[src/rtl/decode_ctrl_if.sv]
// Purpose: ID/EX handshake and EX payload bundle for decode_ctrl.
// slave  : the decode controller (consumes ID inputs, drives EX outputs).
// master : the surrounding pipeline / testbench (drives ID inputs, ex_ready, flush).
// Signals: id_valid, id_instr, id_ready, flush, ex_ready, ex_valid, ex_extop,
//          ex_imm16, ex_shamt, ex_rs, ex_rt, ex_memread, ctrl_state, stall_cnt.
interface decode_ctrl_if;
  localparam int unsigned INSTR_W = 32;
  localparam int unsigned IMM_W   = 16;
  localparam int unsigned REG_W   = 5;
  localparam int unsigned EXT_W   = 2;
  localparam int unsigned ST_W    = 2;
  localparam int unsigned CNT_W   = 16;

  logic               id_valid;
  logic [INSTR_W-1:0] id_instr;
  logic               id_ready;
  logic               flush;
  logic               ex_ready;
  logic               ex_valid;
  logic [EXT_W-1:0]   ex_extop;
  logic [IMM_W-1:0]   ex_imm16;
  logic [REG_W-1:0]   ex_shamt;
  logic [REG_W-1:0]   ex_rs;
  logic [REG_W-1:0]   ex_rt;
  logic               ex_memread;
  logic [ST_W-1:0]    ctrl_state;
  logic [CNT_W-1:0]   stall_cnt;

  modport master (
    output id_valid, id_instr, flush, ex_ready,
    input  id_ready, ex_valid, ex_extop, ex_imm16, ex_shamt, ex_rs, ex_rt,
           ex_memread, ctrl_state, stall_cnt
  );

  modport slave (
    input  id_valid, id_instr, flush, ex_ready,
    output id_ready, ex_valid, ex_extop, ex_imm16, ex_shamt, ex_rs, ex_rt,
           ex_memread, ctrl_state, stall_cnt
  );
endinterface

[src/rtl/decode_ctrl.sv]
// Purpose: ID-stage decode with a registered EX entry, load-use bubble
//          insertion, branch flush and EX back-pressure tracking.
// Ports  : clk, rst_n (async active-low), bus (decode_ctrl_if.slave).
// Option : DECODE_STALL_CNT_EN enables the saturating load-use bubble counter
//          on stall_cnt; when undefined stall_cnt is tied to 0.
module decode_ctrl (
  input logic         clk,
  input logic         rst_n,
  decode_ctrl_if.slave bus
);

  localparam int unsigned IMM_W = 16;
  localparam int unsigned REG_W = 5;
  localparam int unsigned OP_W  = 6;

  typedef enum logic [1:0] {
    ST_ISSUE    = 2'b00,
    ST_LU_STALL = 2'b01,
    ST_BP_STALL = 2'b10
  } state_e;

  typedef struct packed {
    logic             valid;
    logic [1:0]       extop;
    logic [IMM_W-1:0] imm16;
    logic [REG_W-1:0] shamt;
    logic [REG_W-1:0] rs;
    logic [REG_W-1:0] rt;
    logic             memread;
  } ex_entry_t;

  ex_entry_t ex_q, ex_d;
  state_e    state_q, state_d;

  // ID field extraction
  logic [OP_W-1:0]  opcode, funct;
  logic [REG_W-1:0] id_rs, id_rt;
  assign opcode = bus.id_instr[31:26];
  assign funct  = bus.id_instr[5:0];
  assign id_rs  = bus.id_instr[25:21];
  assign id_rt  = bus.id_instr[20:16];

  // Extend-select and operand-usage decode; unknown opcodes fall to sign extend
  logic [1:0] extop_c;
  logic       reads_rt_c, memread_c;
  always_comb begin
    extop_c    = 2'b00;
    reads_rt_c = 1'b0;
    memread_c  = 1'b0;
    case (opcode)
      6'h0C, 6'h0D, 6'h0E, 6'h0F: extop_c = 2'b01;
      6'h00: begin
        reads_rt_c = 1'b1;
        if (funct == 6'h00 || funct == 6'h02 || funct == 6'h03) extop_c = 2'b10;
      end
      6'h2B, 6'h04, 6'h05: reads_rt_c = 1'b1;
      6'h23: memread_c = 1'b1;
      default: ;
    endcase
  end

  // Load-use hazard: a valid load in EX whose nonzero destination feeds ID
  logic adv_c, hazard_c;
  assign adv_c    = ~ex_q.valid | bus.ex_ready;
  assign hazard_c = bus.id_valid & ex_q.valid & ex_q.memread & (ex_q.rt != '0) &
                    ((ex_q.rt == id_rs) | (reads_rt_c & (ex_q.rt == id_rt)));

  // Flush always consumes the ID word, even while EX is blocked
  assign bus.id_ready = bus.id_valid & (bus.flush | (adv_c & ~hazard_c));

  // EX entry next-value and control state
  always_comb begin
    ex_d    = ex_q;
    state_d = ST_ISSUE;
    if (adv_c) begin
      if (bus.flush || hazard_c) begin
        ex_d = '0;
      end else begin
        ex_d.valid   = bus.id_valid;
        ex_d.extop   = extop_c;
        ex_d.imm16   = bus.id_instr[15:0];
        ex_d.shamt   = bus.id_instr[10:6];
        ex_d.rs      = id_rs;
        ex_d.rt      = id_rt;
        ex_d.memread = memread_c;
      end
    end
    if (ex_q.valid && !bus.ex_ready) state_d = ST_BP_STALL;
    else if (hazard_c && !bus.flush) state_d = ST_LU_STALL;
  end

  // EX register and FSM state register
  always_ff @(posedge clk or negedge rst_n) begin
    if (!rst_n) begin
      ex_q    <= '0;
      state_q <= ST_ISSUE;
    end else begin
      ex_q    <= ex_d;
      state_q <= state_d;
    end
  end

  assign bus.ex_valid   = ex_q.valid;
  assign bus.ex_extop   = ex_q.extop;
  assign bus.ex_imm16   = ex_q.imm16;
  assign bus.ex_shamt   = ex_q.shamt;
  assign bus.ex_rs      = ex_q.rs;
  assign bus.ex_rt      = ex_q.rt;
  assign bus.ex_memread = ex_q.memread;
  assign bus.ctrl_state = state_q;

`ifdef DECODE_STALL_CNT_EN
  localparam int unsigned CNT_W = 16;

  // Counts only bubbles inserted for load-use; saturates instead of wrapping
  logic             lu_bubble_c;
  logic [CNT_W-1:0] stall_cnt_q, stall_cnt_d;
  assign lu_bubble_c = adv_c & hazard_c & ~bus.flush;

  always_comb begin
    stall_cnt_d = stall_cnt_q;
    if (lu_bubble_c && stall_cnt_q != '1) stall_cnt_d = CNT_W'(stall_cnt_q + CNT_W'(1));
  end

  always_ff @(posedge clk or negedge rst_n) begin
    if (!rst_n) stall_cnt_q <= '0;
    else        stall_cnt_q <= stall_cnt_d;
  end

  assign bus.stall_cnt = stall_cnt_q;
`else
  assign bus.stall_cnt = '0;
`endif

endmodule

[src/flat_wrapper.sv]
// flat-port wrapper written by rule: the top's interface ports become plain ports
module decode_ctrl_flat 
  (clk, rst_n, bus_id_valid, bus_id_instr, bus_flush, bus_ex_ready, bus_id_ready, bus_ex_valid, bus_ex_extop, bus_ex_imm16, bus_ex_shamt, bus_ex_rs, bus_ex_rt, bus_ex_memread, bus_ctrl_state, bus_stall_cnt);
  decode_ctrl_if bus_i ();
  input logic clk;
  input logic rst_n;
  input wire logic [$bits(bus_i.id_valid)-1:0] bus_id_valid;
  input wire logic [$bits(bus_i.id_instr)-1:0] bus_id_instr;
  input wire logic [$bits(bus_i.flush)-1:0] bus_flush;
  input wire logic [$bits(bus_i.ex_ready)-1:0] bus_ex_ready;
  output wire logic [$bits(bus_i.id_ready)-1:0] bus_id_ready;
  output wire logic [$bits(bus_i.ex_valid)-1:0] bus_ex_valid;
  output wire logic [$bits(bus_i.ex_extop)-1:0] bus_ex_extop;
  output wire logic [$bits(bus_i.ex_imm16)-1:0] bus_ex_imm16;
  output wire logic [$bits(bus_i.ex_shamt)-1:0] bus_ex_shamt;
  output wire logic [$bits(bus_i.ex_rs)-1:0] bus_ex_rs;
  output wire logic [$bits(bus_i.ex_rt)-1:0] bus_ex_rt;
  output wire logic [$bits(bus_i.ex_memread)-1:0] bus_ex_memread;
  output wire logic [$bits(bus_i.ctrl_state)-1:0] bus_ctrl_state;
  output wire logic [$bits(bus_i.stall_cnt)-1:0] bus_stall_cnt;
  assign bus_i.id_valid = bus_id_valid;
  assign bus_i.id_instr = bus_id_instr;
  assign bus_i.flush = bus_flush;
  assign bus_i.ex_ready = bus_ex_ready;
  assign bus_id_ready = bus_i.id_ready;
  assign bus_ex_valid = bus_i.ex_valid;
  assign bus_ex_extop = bus_i.ex_extop;
  assign bus_ex_imm16 = bus_i.ex_imm16;
  assign bus_ex_shamt = bus_i.ex_shamt;
  assign bus_ex_rs = bus_i.ex_rs;
  assign bus_ex_rt = bus_i.ex_rt;
  assign bus_ex_memread = bus_i.ex_memread;
  assign bus_ctrl_state = bus_i.ctrl_state;
  assign bus_stall_cnt = bus_i.stall_cnt;
  decode_ctrl u_core (.clk(clk), .rst_n(rst_n), .bus(bus_i));
endmodule
[config.mk]
export PLATFORM = sky130hd
export DESIGN_NAME = decode_ctrl_flat
export DESIGN_NICKNAME = d
export VERILOG_FILES = /design/src/rtl/decode_ctrl_if.sv /design/src/rtl/decode_ctrl.sv /design/src/flat_wrapper.sv
export SDC_FILE = /design/constraint.sdc
export NUM_CORES = 1
export LEC_CHECK = 0
export CORE_MARGIN = 3
export CORE_UTILIZATION = 46
export CTS_CLUSTER_SIZE = 20
export DETAILED_ROUTE_END_ITERATION = 7
export HOLD_SLACK_MARGIN = 0.1
export PLACE_DENSITY_LB_ADDON = 0.12
export SLEW_MARGIN = 20
export SYNTH_ARGS = -nofsm -noshare
export SYNTH_HDL_FRONTEND = slang
export SYNTH_SLANG_ARGS = --single-unit
export TNS_END_PERCENT = 1
[constraint.sdc]
create_clock -name clk -period 3.5 [get_ports clk]
set_input_delay 0.35 -clock clk [delete_from_list [all_inputs] [get_ports clk]]
set_output_delay 0.35 -clock clk [all_outputs]
set_load 0.05 [all_outputs]
==> results, run 1 <==
- The number of placed instances, taps included, is 304.
- The detail-routed via count per cell is 5.28.
- Once layout is complete, the utilization of the core stands at 67.6%.
- For this run, the register share of the synthesized area comes to 38.5%.
- The flow ran to the end, and the final reports show no timing, DRC or antenna violations.
- The relative contribution of combinational cells to total power is 35.0%.
- For this design the top-level I/O count stands at 91.
- The multi-input combinational cells in the finished layout cover a total of 1090 sq um.
- Walking the worst path, the cells encountered are or4_4, o21ai_4, nor4b_2, o41ai_2, clkdlybuf4s50_1.
- The number of pins with negative max-slew slack in the final report is 0.
- The first-iteration detailed-routing DRC count is roughly 110.
- The post-synthesis sequential element count is 32.
- After synthesis, the share of flip-flops with an asynchronous set or reset is 100%.
- The highest layer used for signal routing is met4.
- The source of the critical timing path is u_core.bus.ex_rt[0].
- The signal arrival time at the worst endpoint is 2680 ps.
- The register area is around 800 sq um.
- Timing would allow up to 330 MHz.
- Setup repair after global routing left no endpoint under its margin.
- The wire length on met3 is between 400 and 500 microns.
- At the pin with the least slew margin, the transition time is 724 ps.
- The relative area change from synthesis to final layout is 35.7%.
- Setup violations remaining at the end of the flow were counted as 0.
- The number of distinct library cells after synthesis is 32.
- The number of global-route vias before repair is 1,596.
- The initial antenna violation count came to 0.
- Leaving out filler cells and counting taps, the final layout contains 311.
- The mean post-synth cell area is 10.7 sq um.
- The path type of the worst setup path is reg -> out.
- The worst endpoint required time is approximately 3200 ps.
- Global routing finished with a remaining overflow of 0.
- In this run the post-CTS setup repair buffer count came out at 0.
- By area the synthesized netlist is led by sky130_fd_sc_hd__dfrtp_1, sky130_fd_sc_hd__o41ai_2, sky130_fd_sc_hd__nand2b_1.
- The initial core utilization is around 50%.
- Routability-driven placement finished with a final weighted congestion of approximately 0.81.
- The wire-length estimate of the detail-placed layout is 3.31 mm.
- The shortest period the worst path allows is about 3000 ps.
- In this run the core area contains 23 standard-cell rows.
- The horizontal die dimension is 73.2 microns.
- After detailed routing, the wire length on met1 is 2.11 mm.
- For this run, the total global-route usage over all layers was measured as 18.5%.
- Across the run, the number of max-cap violations was 0.
- The worst reg2reg path startpoint is u_core.bus.ex_rt[0].
- The amount of wire on met2 after detailed routing is about 2.2 mm.
- Of the cells placed in the final design, the portion with a size suffix greater than 1 is 17.2%.
- The total core area is between 4000 and 5000 sq um.
- The final cycle utilization of the critical path is 86.6%.
- The clock passes through at most 2 buffers.
- The maximum fanout along the worst path is 5.
- The clock latency on the worst-skew pair is approximately 280 ps.
- The number of gates given a new drive strength after cts is 0.
- The share of total power dissipated in sequential elements is 39.9%.
- The category of cells accounting for the largest share of critical-path delay is buffers and inverters.
- In this run the tightest slew margin relative to its limit is roughly half.
- Counting flops with a built-in enable in the synthesized netlist gives 0.
- The analysis attributes to net switching a power of between 300 and 400 uW.
- The number of input and output port buffers inserted is 74.
- Summed over all cells, the static leakage comes to ~0.0012 uW.
- Cell internal power was estimated by the tool at 665 uW.
- The sum of routed wire length over all layers is 4.77 mm.
- The die is 73.2 microns tall.
- The final route contains about 1,600 vias.
- The pin count of the biggest net entering global routing is 59.
- The summed instance area of the synthesized netlist is 2080 sq um.
- The final number of hold-violating endpoints is 0.
- The number of iterations in the first detailed-routing pass is 4.
- TritonCTS built the clock tree.
- CTS saw 32 sinks.
- Synthesis produced a little under 200 cells.
- The kind of launch point of the worst setup path is a flop.
- The number of buffers inserted for hold repair after clock tree synthesis is 0.
- The total clock buffers created by CTS is 5.
- The net switching fraction of the power is 36.4%.
- The layout filler cell count is ~330.
- The H-tree was split into 2 levels.
- The worst clock skew on the final layout is 3.22 ps.
- The number of nets in the layout is between 200 and 300.
- sky130_fd_sc_hd__dfrtp_1 takes more of the synthesized area than any other cell.
- The clock edge transition at the registers on the reported setup and hold paths is 60 ps.
- Across the VDD grid, the largest voltage drop is 0.000222 V.
- The share of power burned in the clock network is 25.0%.
- The main flop type after synthesis is sky130_fd_sc_hd__dfrtp_1.
- For the worst flop-to-flop path, the logic depth is 5.
- For this design the ratio of total power to cell area is 371 nW/um^2.
- On the worst path, the slowest cell contributes a delay of around 850 ps.
- The synthesis warning total is 0.
- The total inserted antenna cells is 0.
- STA classifies the critical path endpoint as an output port.
- For this design, the slowest cell found on the critical path is sky130_fd_sc_hd__clkdlybuf4s50_1.
- The global-route wire length before repair is 7.65 mm.
- Together, buffers and inverters on the worst path number 1.
- The buffer type at the clock tree root is sky130_fd_sc_hd__clkbuf_8.
- In this run the remaining antenna-violating nets after routing total 0.
- In the final routed layout, each cell accounts on average for 15.3 microns.
- The class of the most critical hold timing path is in -> async.
- Summed over its instances, the top area cell type makes up between 30% and 40% of the synthesized netlist area.
- The DRC violations left is 0.
- The final total negative setup slack is 0 ps.
- The die covers 5360 sq um.
- The number of stages on the worst setup path is 5.
- Hold timing on the final database bottoms out at a slack of between 100 and 150 ps.
final timing paths:
path | endpoint | slack (ps)
hold / removal | u_core.bus.ex_extop[1] | 130
setup / recovery | bus_id_ready | 470
setup reg to reg | u_core.bus.ex_imm16[13] | 1500
hold reg to reg | u_core.bus.ex_imm16[5] | 480
min in group clk | u_core.bus.ex_imm16[5] | 480
max in group asynchronous | u_core.bus.ex_imm16[11] | 2920
flip-flops by register name, indices dropped and copies added (netlist names):
name                   flops
u_core.bus.ex_shamt        4
u_core.bus.ex_rs           5
u_core.bus.ctrl_state      2
u_core.bus.ex_valid        1
u_core.bus.ex_imm16       12
u_core.bus.ex_memread      1
u_core.bus.ex_extop        2
u_core.bus.ex_rt           5
stage by stage:
stage               power (uW)  instance area, sq um  setup WS (ps)
floorplan                  679                  2130            502
global placement           790                  2740            679
detailed placement         792                  2740            648
CTS                       1060                  2820            437
global route              1100                  2820            351
finish                    1050                  2820            467
metal layers:
layer | vias to the layer above | GRT usage (%)
li1 | 782 | -
met5 | - | 0
met4 | 0 | 4.92
met2 | 66 | 28.2
met3 | 5 | 6.47
met1 | 788 | 25.0
cell usage after synthesis, types with 2 or more instances:
cell and instances:
sky130_fd_sc_hd__o21ai_1 2, sky130_fd_sc_hd__nand4_1 2, sky130_fd_sc_hd__buf_6 2, sky130_fd_sc_hd__dfrtp_1 32
sky130_fd_sc_hd__nand2b_1 28, sky130_fd_sc_hd__nand2_1 32, sky130_fd_sc_hd__clkbuf_1 9, sky130_fd_sc_hd__inv_1 2
sky130_fd_sc_hd__xnor2_1 9, sky130_fd_sc_hd__nor2_1 5, sky130_fd_sc_hd__nand3_1 2, sky130_fd_sc_hd__buf_4 23
sky130_fd_sc_hd__o41ai_2 28
placed cells by master, fill, tap and decap left out, drive strengths merged:
cell type      Yosys  layout
a2111oi            1       1
a22oi              1       1
and3               1       1
and4b              1       1
buf               26       6
clkbuf             9       6
clkdlybuf4s50      0      73
clkinv             0       1
conb               1      16
dfrtp             32      32
inv                3       3
nand2             32      32
nand2b            28      28
nand3              2       2
nand4              2       2
nand4b             1       1
nor2               5       5
nor3               2       2
nor4b              1       1
o211ai             1       1
o21a               1       1
o21ai              3       3
o31ai              1       1
o41ai             28      28
or4                2       2
or4b               1       1
xnor2              9       9
xor2               1       1
cell type report:
class                   count  area share [%]
clock buffers               6            2.57
multi-input cells         140            38.8
flip-flops and latches     32            28.4
clock inverters             1           0.177
inverters                   3           0.399
well taps                  50            2.22
repair buffers             79            27.4
power groups by stage:
| stage | logic (uW) | registers (uW) | clock network (uW) |
|---|---|---|---|
| floorplan | 167 | 512 | 0 |
| global placement | 367 | 423 | 0 |
| detailed placement | 368 | 424 | 0 |
| CTS | 369 | 418 | 269 |
| global route | 386 | 421 | 290 |
| finish | 366 | 417 | 262 |
kinds of logic after synthesis:
| group | after synthesis | synth area share (%) |
|---|---|---|
| AOI/OAI and AO/OA | 36 | 25.0 |
| buffers and inverters | 38 | 11.8 |
| DFF | 32 | 38.5 |
| other | 1 | 0.180 |
| and+or+nand+nor | 78 | 20.2 |
| xor gates and xnor gates | 10 | 4.21 |
No activity file was read; power rests on OpenSTA's default activity.
==> inputs of run 2 (changes only) <==
--- a/config.mk
+++ b/config.mk
@@ -11,6 +11,7 @@
 export DETAILED_ROUTE_END_ITERATION = 7
 export HOLD_SLACK_MARGIN = 0.1
 export PLACE_DENSITY_LB_ADDON = 0.12
+export REMOVE_ABC_BUFFERS = 1
 export SLEW_MARGIN = 20
 export SYNTH_ARGS = -nofsm -noshare
 export SYNTH_HDL_FRONTEND = slang
==> results, run 2 (same netlist as run 1, synthesis figures left out) <==
- The post-route netlist has between 15 and 20% of its cells at a drive strength greater than 1.
- The endpoint of the worst register-to-register path is u_core.bus.ex_shamt[3].
- For this run, the top clock speed supported by timing is 329 MHz.
- Setup violations remaining at the end of the flow were counted as 0.
- The number of pins with negative max-slew slack in the final report was 0.
- The number of global-route vias before repair was 1,691.
- The initial core utilization is 49.8%.
- After detailed routing, the number of remaining DRC violations is 0.
- The number of max-capacitance violations reported is 0.
- The total inserted antenna cells is 0.
- Clock latency on the worst-skew pair, taken at its later pin, is 280 ps.
- The routability congestion estimate from global placement is 0.763.
- The CTS tree is built.
- The total clock buffers created by CTS is 5.
- In this run the deepest clock path goes through 2 buffers.
- The worst clock skew on the final layout is 4.02 ps.
- In this run, the number of DRC markers left after iteration 0 of detailed routing was 90.
- The delay contributed by the slowest stage of the critical path is between 800 and 900 ps.
- The routed design has 4.86 mm of wire.
- Counting I/O delays and the setup requirement, the final critical path takes 3040 ps.
- The number of input and output port buffers inserted is 74.
- After layout, the worst path uses about 87% of the clock period.
- Walking the worst path, the cells encountered are or4_4, o21ai_4, nor4b_2, o41ai_2, clkdlybuf4s50_1.
- Together, buffers and inverters on the worst path number 1.
- Setup repair after global routing left no endpoint under its margin.
- The slew at the pin closest to its max-slew limit is 708 ps.
- The number of stages on the worst setup path is 5.
- The worst setup path is captured at an output port.
- The register with the most flip-flops in the layout has 12 of them.
- The clock edge transition at the registers on the reported setup and hold paths is 60 ps.
- The detail-routed via count per cell is 5.24.
- Once the clock tree was built, the setup fixing pass inserted 0 buffers.
- Global routing used 31.4% of the available met2 tracks.
- The placed cell area is between 2000 and 3000 sq um.
- The library cells used most frequently in the layout, excluding fill and tap cells, are sky130_fd_sc_hd__clkdlybuf4s50_1, sky130_fd_sc_hd__nand2_1, sky130_fd_sc_hd__dfrtp_1.
- The floorplan has 23 rows.
- The final number of hold-violating endpoints was 0.
- The pin count of the biggest net entering global routing is 59.
- After routing the design area is ~2800 sq um.
- Leaving out fill and tap cells, the most frequent cell in the layout is sky130_fd_sc_hd__clkdlybuf4s50_1.
- The number of cells on the worst reg-to-reg path is 5.
- The min-delay analysis places its worst path in the category in -> async.
- The kind of launch point of the worst setup path is a flop.
- The path type of the worst setup path is reg -> out.
- The buffer type at the clock tree root is sky130_fd_sc_hd__clkbuf_8.
- The final cell count without fillers is between 300 and 400.
- The global-route met1 utilization is roughly a quarter.
- The flow ran to the end, and the final reports show no timing, DRC or antenna violations.
- The final total negative setup slack is 0 ps.
- The floorplan step set the die height to 73.2 microns.
- Global routing used 19.2% of the available tracks across all layers.
- In this run the horizontal extent of the chip is 73.2 microns.
- The category of cells accounting for the largest share of critical-path delay is buffers and inverters.
- The worst reg2reg path startpoint is u_core.bus.ex_rt[3].
- In this run the power density over the cells is roughly 370 nW/um^2.
- Buffers inserted to repair hold after CTS numbered 0.
- The layer flagged by global routing as most heavily used is met2.
- The signal arrival time at the worst endpoint is approximately 2700 ps.
- The total global routing overflow is 0.
- The global-route wire length before repair is 8.02 mm.
- The cell total after placement is 304.
- The initial antenna violation count is 0.
- CTS saw 32 sinks.
- STA puts the critical path data required time at 3150 ps.
- Across all register-to-register paths, the minimum setup slack is roughly 1500 ps.
- The die covers ~5400 sq um.
- The fraction of met3 tracks used by global routing is roughly 7.4%.
- After detailed routing, the average wire length per cell comes to ~16 microns.
- The H-tree generated during clock tree synthesis spans 2 levels.
- The worst max-slew margin expressed relative to the limit is a little over half.
- The half-perimeter wire length of the detailed placement result is 3.39 mm.
- In this run the remaining antenna-violating nets after routing total 0.
- VDD sags by at most 0.000179 V.
- The number of iterations in the first detailed-routing pass is 4.
- The slowest stage cell on the critical path is sky130_fd_sc_hd__clkdlybuf4s50_1.
- The maximum fanout along the worst path is 5.
- After floorplanning, the core was sized to cover 4170 sq um.
- Once the clock tree was built, the resizer swapped 0 gates to a different size.
- For this design the static power due to leakage is 0.00124 uW.
- The number of placed I/O pins is 91.
- Relative to the synthesized area, the layout overhead comes to 36.5%.
- The number of nets in the layout is 298.
- The routed layout has 1,631 vias.
[run 2: cell count changes in the layout (fill, tap and decap cells not counted)]
cell,delta
sky130_fd_sc_hd__clkdlybuf4s50_1,+1
sky130_fd_sc_hd__buf_4,-1
sky130_fd_sc_hd__buf_2,-1
sky130_fd_sc_hd__buf_12,+1
[run 2: final cells by class]
type                    instances  area [sq um]
fillers                       336          1340
multi-input cells             140          1090
flip-flops and latches         32           801
repair buffers                 79           791
clock buffers                   6          72.6
well taps                      50          62.6
inverters                       3          11.3
clock inverters                 1          5.00
[run 2: worst max-delay path by stage]
stage,from,to
global route,u_core.bus.ex_rt[0],bus_id_ready
finish,u_core.bus.ex_rt[3],bus_id_ready
CTS,u_core.bus.ex_rt[0],bus_id_ready
detailed placement,bus_id_instr[28],bus_id_ready
floorplan,u_core.bus.ex_rt[0],bus_id_ready
global placement,bus_id_instr[28],bus_id_ready
[run 2: through the flow]
step / setup slack (ps) / util [%] / power (uW) / hold WS, ps
floorplan: -3160 / - / 653 / 54.4
global placement: 699 / 66.1 / 791 / 456
detailed placement: 687 / 66.1 / 793 / 463
CTS: 446 / 68.0 / 1060 / 474
global route: 367 / 68.0 / 1100 / 487
finish: 463 / 68.0 / 1050 / 470
[run 2: worst reg2reg max path, cell delays in order (launching register included)]
cell	delay [ps]
sky130_fd_sc_hd__dfrtp_1	450
sky130_fd_sc_hd__or4_4	560
sky130_fd_sc_hd__o21ai_4	190
sky130_fd_sc_hd__nor4b_2	90
sky130_fd_sc_hd__buf_4	280
sky130_fd_sc_hd__o41ai_2	360
[run 2: metal layers]
| layer | part of all wire [%] | up-vias |
|---|---|---|
| li1 | - | 784 |
| met4 | 0.62 | 0 |
| met2 | 48 | 58 |
| met5 | 0 | - |
| met3 | 8.2 | 6 |
| met1 | 43 | 783 |
[run 2: report_power, final]
part           leakage [uW]  switching [uW]  internal, uW
Clock             0.0000410             131           135
Combinational      0.000778             233           135
Sequential         0.000418            21.8           396
==> inputs of run 3 (changes only) <==
--- a/config.mk
+++ b/config.mk
@@ -6,7 +6,7 @@
 export NUM_CORES = 1
 export LEC_CHECK = 0
 export CORE_MARGIN = 3
-export CORE_UTILIZATION = 46
+export CORE_UTILIZATION = 42
 export CTS_CLUSTER_SIZE = 20
 export DETAILED_ROUTE_END_ITERATION = 7
 export HOLD_SLACK_MARGIN = 0.1
==> constraint.sdc (replaced) <==
create_clock -name clk -period 2.95 [get_ports clk]
set_input_delay 0.295 -clock clk [delete_from_list [all_inputs] [get_ports clk]]
set_output_delay 0.295 -clock clk [all_outputs]
set_load 0.05 [all_outputs]
==> results, run 3 (same netlist as run 1, synthesis figures left out) <==
- The signal arrival time at the worst endpoint is 2250 ps.
- The flow ran to the end, and the final reports show no timing, DRC or antenna violations.
- The total global routing overflow is 0.
- The register with the most flip-flops in the layout has 12 of them.
- Along the worst path, the maximum fanout reaches 6.
- 0 antenna diodes ended up in the layout.
- The number of pins with negative max-slew slack in the final report is 0.
- At the pin with the least slew margin, the transition time is between 700 and 800 ps.
- The kind of launch point of the worst setup path is a flop.
- The net count of the finished layout is 301.
- The initial antenna violation count is 0.
- The detail-routed via count per cell is 4.97.
- Leaving out fill and tap cells, the most frequent cell in the layout is sky130_fd_sc_hd__clkdlybuf4s50_1.
- The path class of the tightest hold or removal check is reg -> reg.
- Setup violations remaining at the end of the flow were counted as 0.
- At the end of routability-driven placement, the weighted congestion stood at 0.859.
- For the worst setup path, the data required time is around 2700 ps.
- The total routing usage reported by global routing is 16.8%.
- The post-route cell area is 2890 sq um.
- Wires add up to 4.82 mm.
- The number of global-route vias before repair is 1,608.
- The buffer type at the clock tree root is sky130_fd_sc_hd__clkbuf_8.
- Port buffering added 74 buffers.
- During I/O placement, the number of pins put on the boundary was 91.
- The number of nets with antenna violations after detailed routing is 0.
- The maximum clock insertion buffer count is 2.
- The highest clock frequency the design can meet is 392 MHz.
- Setup repair after global routing left no endpoint under its margin.
- Entering global routing, the biggest net connects 33 pins.
- In this design, the stage delay of the slowest critical-path cell is 580 ps.
- The first-iteration detailed-routing DRC count is 66.
- Measured against its own limit, the worst slew margin works out to about half.
- The horizontal die dimension is 76.3 microns.
- For this run, design rule violations remaining after detail routing come to 0.
- The die boundary height is 76.3 microns.
- The kind of end point of the critical path is an output port.
- The cell that appears most often on the critical path is sky130_fd_sc_hd__buf_4.
- The final cycle utilization of the critical path is 86.4%.
- The H-tree generated during clock tree synthesis spans 2 levels.
- Of the cells placed in the final design, the portion with a size suffix greater than 1 is 18.5%.
- After legalization and detailed placement, the total HPWL measured 3.43 mm.
- The slowest stage cell on the critical path is sky130_fd_sc_hd__or4_4.
- The clock edge transition at the registers on the reported setup and hold paths is 70 ps.
- The clock net in this run drives a total of 32 sinks.
- In the layout the commonest cells are sky130_fd_sc_hd__clkdlybuf4s50_1, sky130_fd_sc_hd__nand2_1, sky130_fd_sc_hd__dfrtp_1.
- The number of iterations in the first detailed-routing pass is 4.
- After filler insertion, the fill cell instance count of the layout stands at between 400 and 500.
- The critical path goes through or4_4, o21ai_4, nor4b_2, buf_4, o41ai_2, buf_4.
- The path type of the worst setup path is reg -> out.
- Across all layers, the routed design uses 1,641 vias.
- At the end of the flow the core is filled with cells to 63.3%.
- Clock tree synthesis inserted a total of 5 buffers.
- The final number of hold-violating endpoints is 0.
- The initial core utilization is between 40 and 50%.
- The floorplan row count is 24.
- Clock skew on the completed layout was measured at 8.93 ps.
- The shortest period the worst path allows is approximately 2500 ps.
- The die footprint is 5830 sq um.
- TritonCTS built the clock tree.
- The worst-case IR drop observed on VDD is 0.000282 V.
- Across the run, the number of max-cap violations was 0.
- The first global-routing pass estimated 7.91 mm of wire.
- The leakage power of the design is 0.00126 uW.
- Compared with the post-synthesis result, the final layout area differs by 39.1%.
- The region available for standard cell placement spans roughly 4600 sq um.
- The average detailed-routed wire length per instance is approximately 15 microns.
- The clock latency on the worst-skew pair is 290 ps.
- The power density of the placed cells is 468 nW/um^2.
- Once placement finished, the instance area stood at approximately 2800 sq um.
==> run 3: cell count changes in the layout (fill, tap and decap cells not counted), sizes merged <==
cell,previous run,this run
buf,5,9
bufinv,0,1
clkdlybuf4s50,74,72
dlygate4sd3,0,1
==> run 3: per-stage QoR <==
step / TNS, ps / hold WS [ps] / setup WS (ps) / instances / power (uW)
global route: 0 / 499 / 303 / 330 / 1410
detailed placement: 0 / 403 / 658 / 321 / 941
floorplan: -82810 / -0.591 / -3650 / 175 / 775
global placement: 0 / 400 / 674 / 321 / 940
CTS: 0 / 481 / 382 / 330 / 1370
finish: 0 / 476 / 400 / 330 / 1350
==> run 3: cell type report <==
cell class,count,area [sq um],share of cell area (%)
Clock buffer,6,72.6,2.51
Clock inverter,2,35.0,1.21
Inverter,3,11.3,0.389
Multi-Input combinational cell,140,1090,37.9
Sequential cell,32,801,27.7
Tap cell,65,81.3,2.81
Timing Repair Buffer,82,796,27.5
==> run 3: repair_timing <==
action | CTS | global route
endpoints found under the hold margin | 32 | 0
buffers inserted | 0 | 0
resized for setup | 0 | 0
hold buffers | 1 | 0
==> run 3: metal layers <==
metal,wire length [microns],track usage [%],vias to the layer above
met5,0,0,-
met2,2160,26.5,62
met3,359,6.03,3
li1,-,-,792
met1,2260,22.3,784
met4,34,3.26,0
==> run 3: path summary, 6_finish.rpt <==
kind / slack (ps) / startpoint / depth (start not counted) / to
worst max-delay path: 400 / u_core.bus.ex_rt[0] / 6 / bus_id_ready
worst min-delay path: 480 / u_core.bus.ex_rs[3] / 2 / u_core.bus.ex_rs[3]
worst max register to register: 970 / u_core.bus.ex_rt[0] / 5 / u_core.bus.ex_rs[3]
worst min register to register: 480 / u_core.bus.ex_rs[3] / 2 / u_core.bus.ex_rs[3]
max in group asynchronous: 1870 / rst_n / 2 / u_core.bus.ex_imm16[5]
min in group asynchronous: 600 / rst_n / 2 / u_core.bus.ex_rt[4]
==> run 3: power by group <==
group          internal, uW  switching [uW]
combinational           161             277
sequential              469            24.5
clock                   251             171
total                   880             472
==> run 3: critical path, delay by kind of cell, from the launching register on <==
| family | cells | cell delay, ps |
|---|---|---|
| simple gates | 2 | 660 |
| flops | 1 | 450 |
| compound gates | 2 | 440 |
| buf+inv | 2 | 410 |
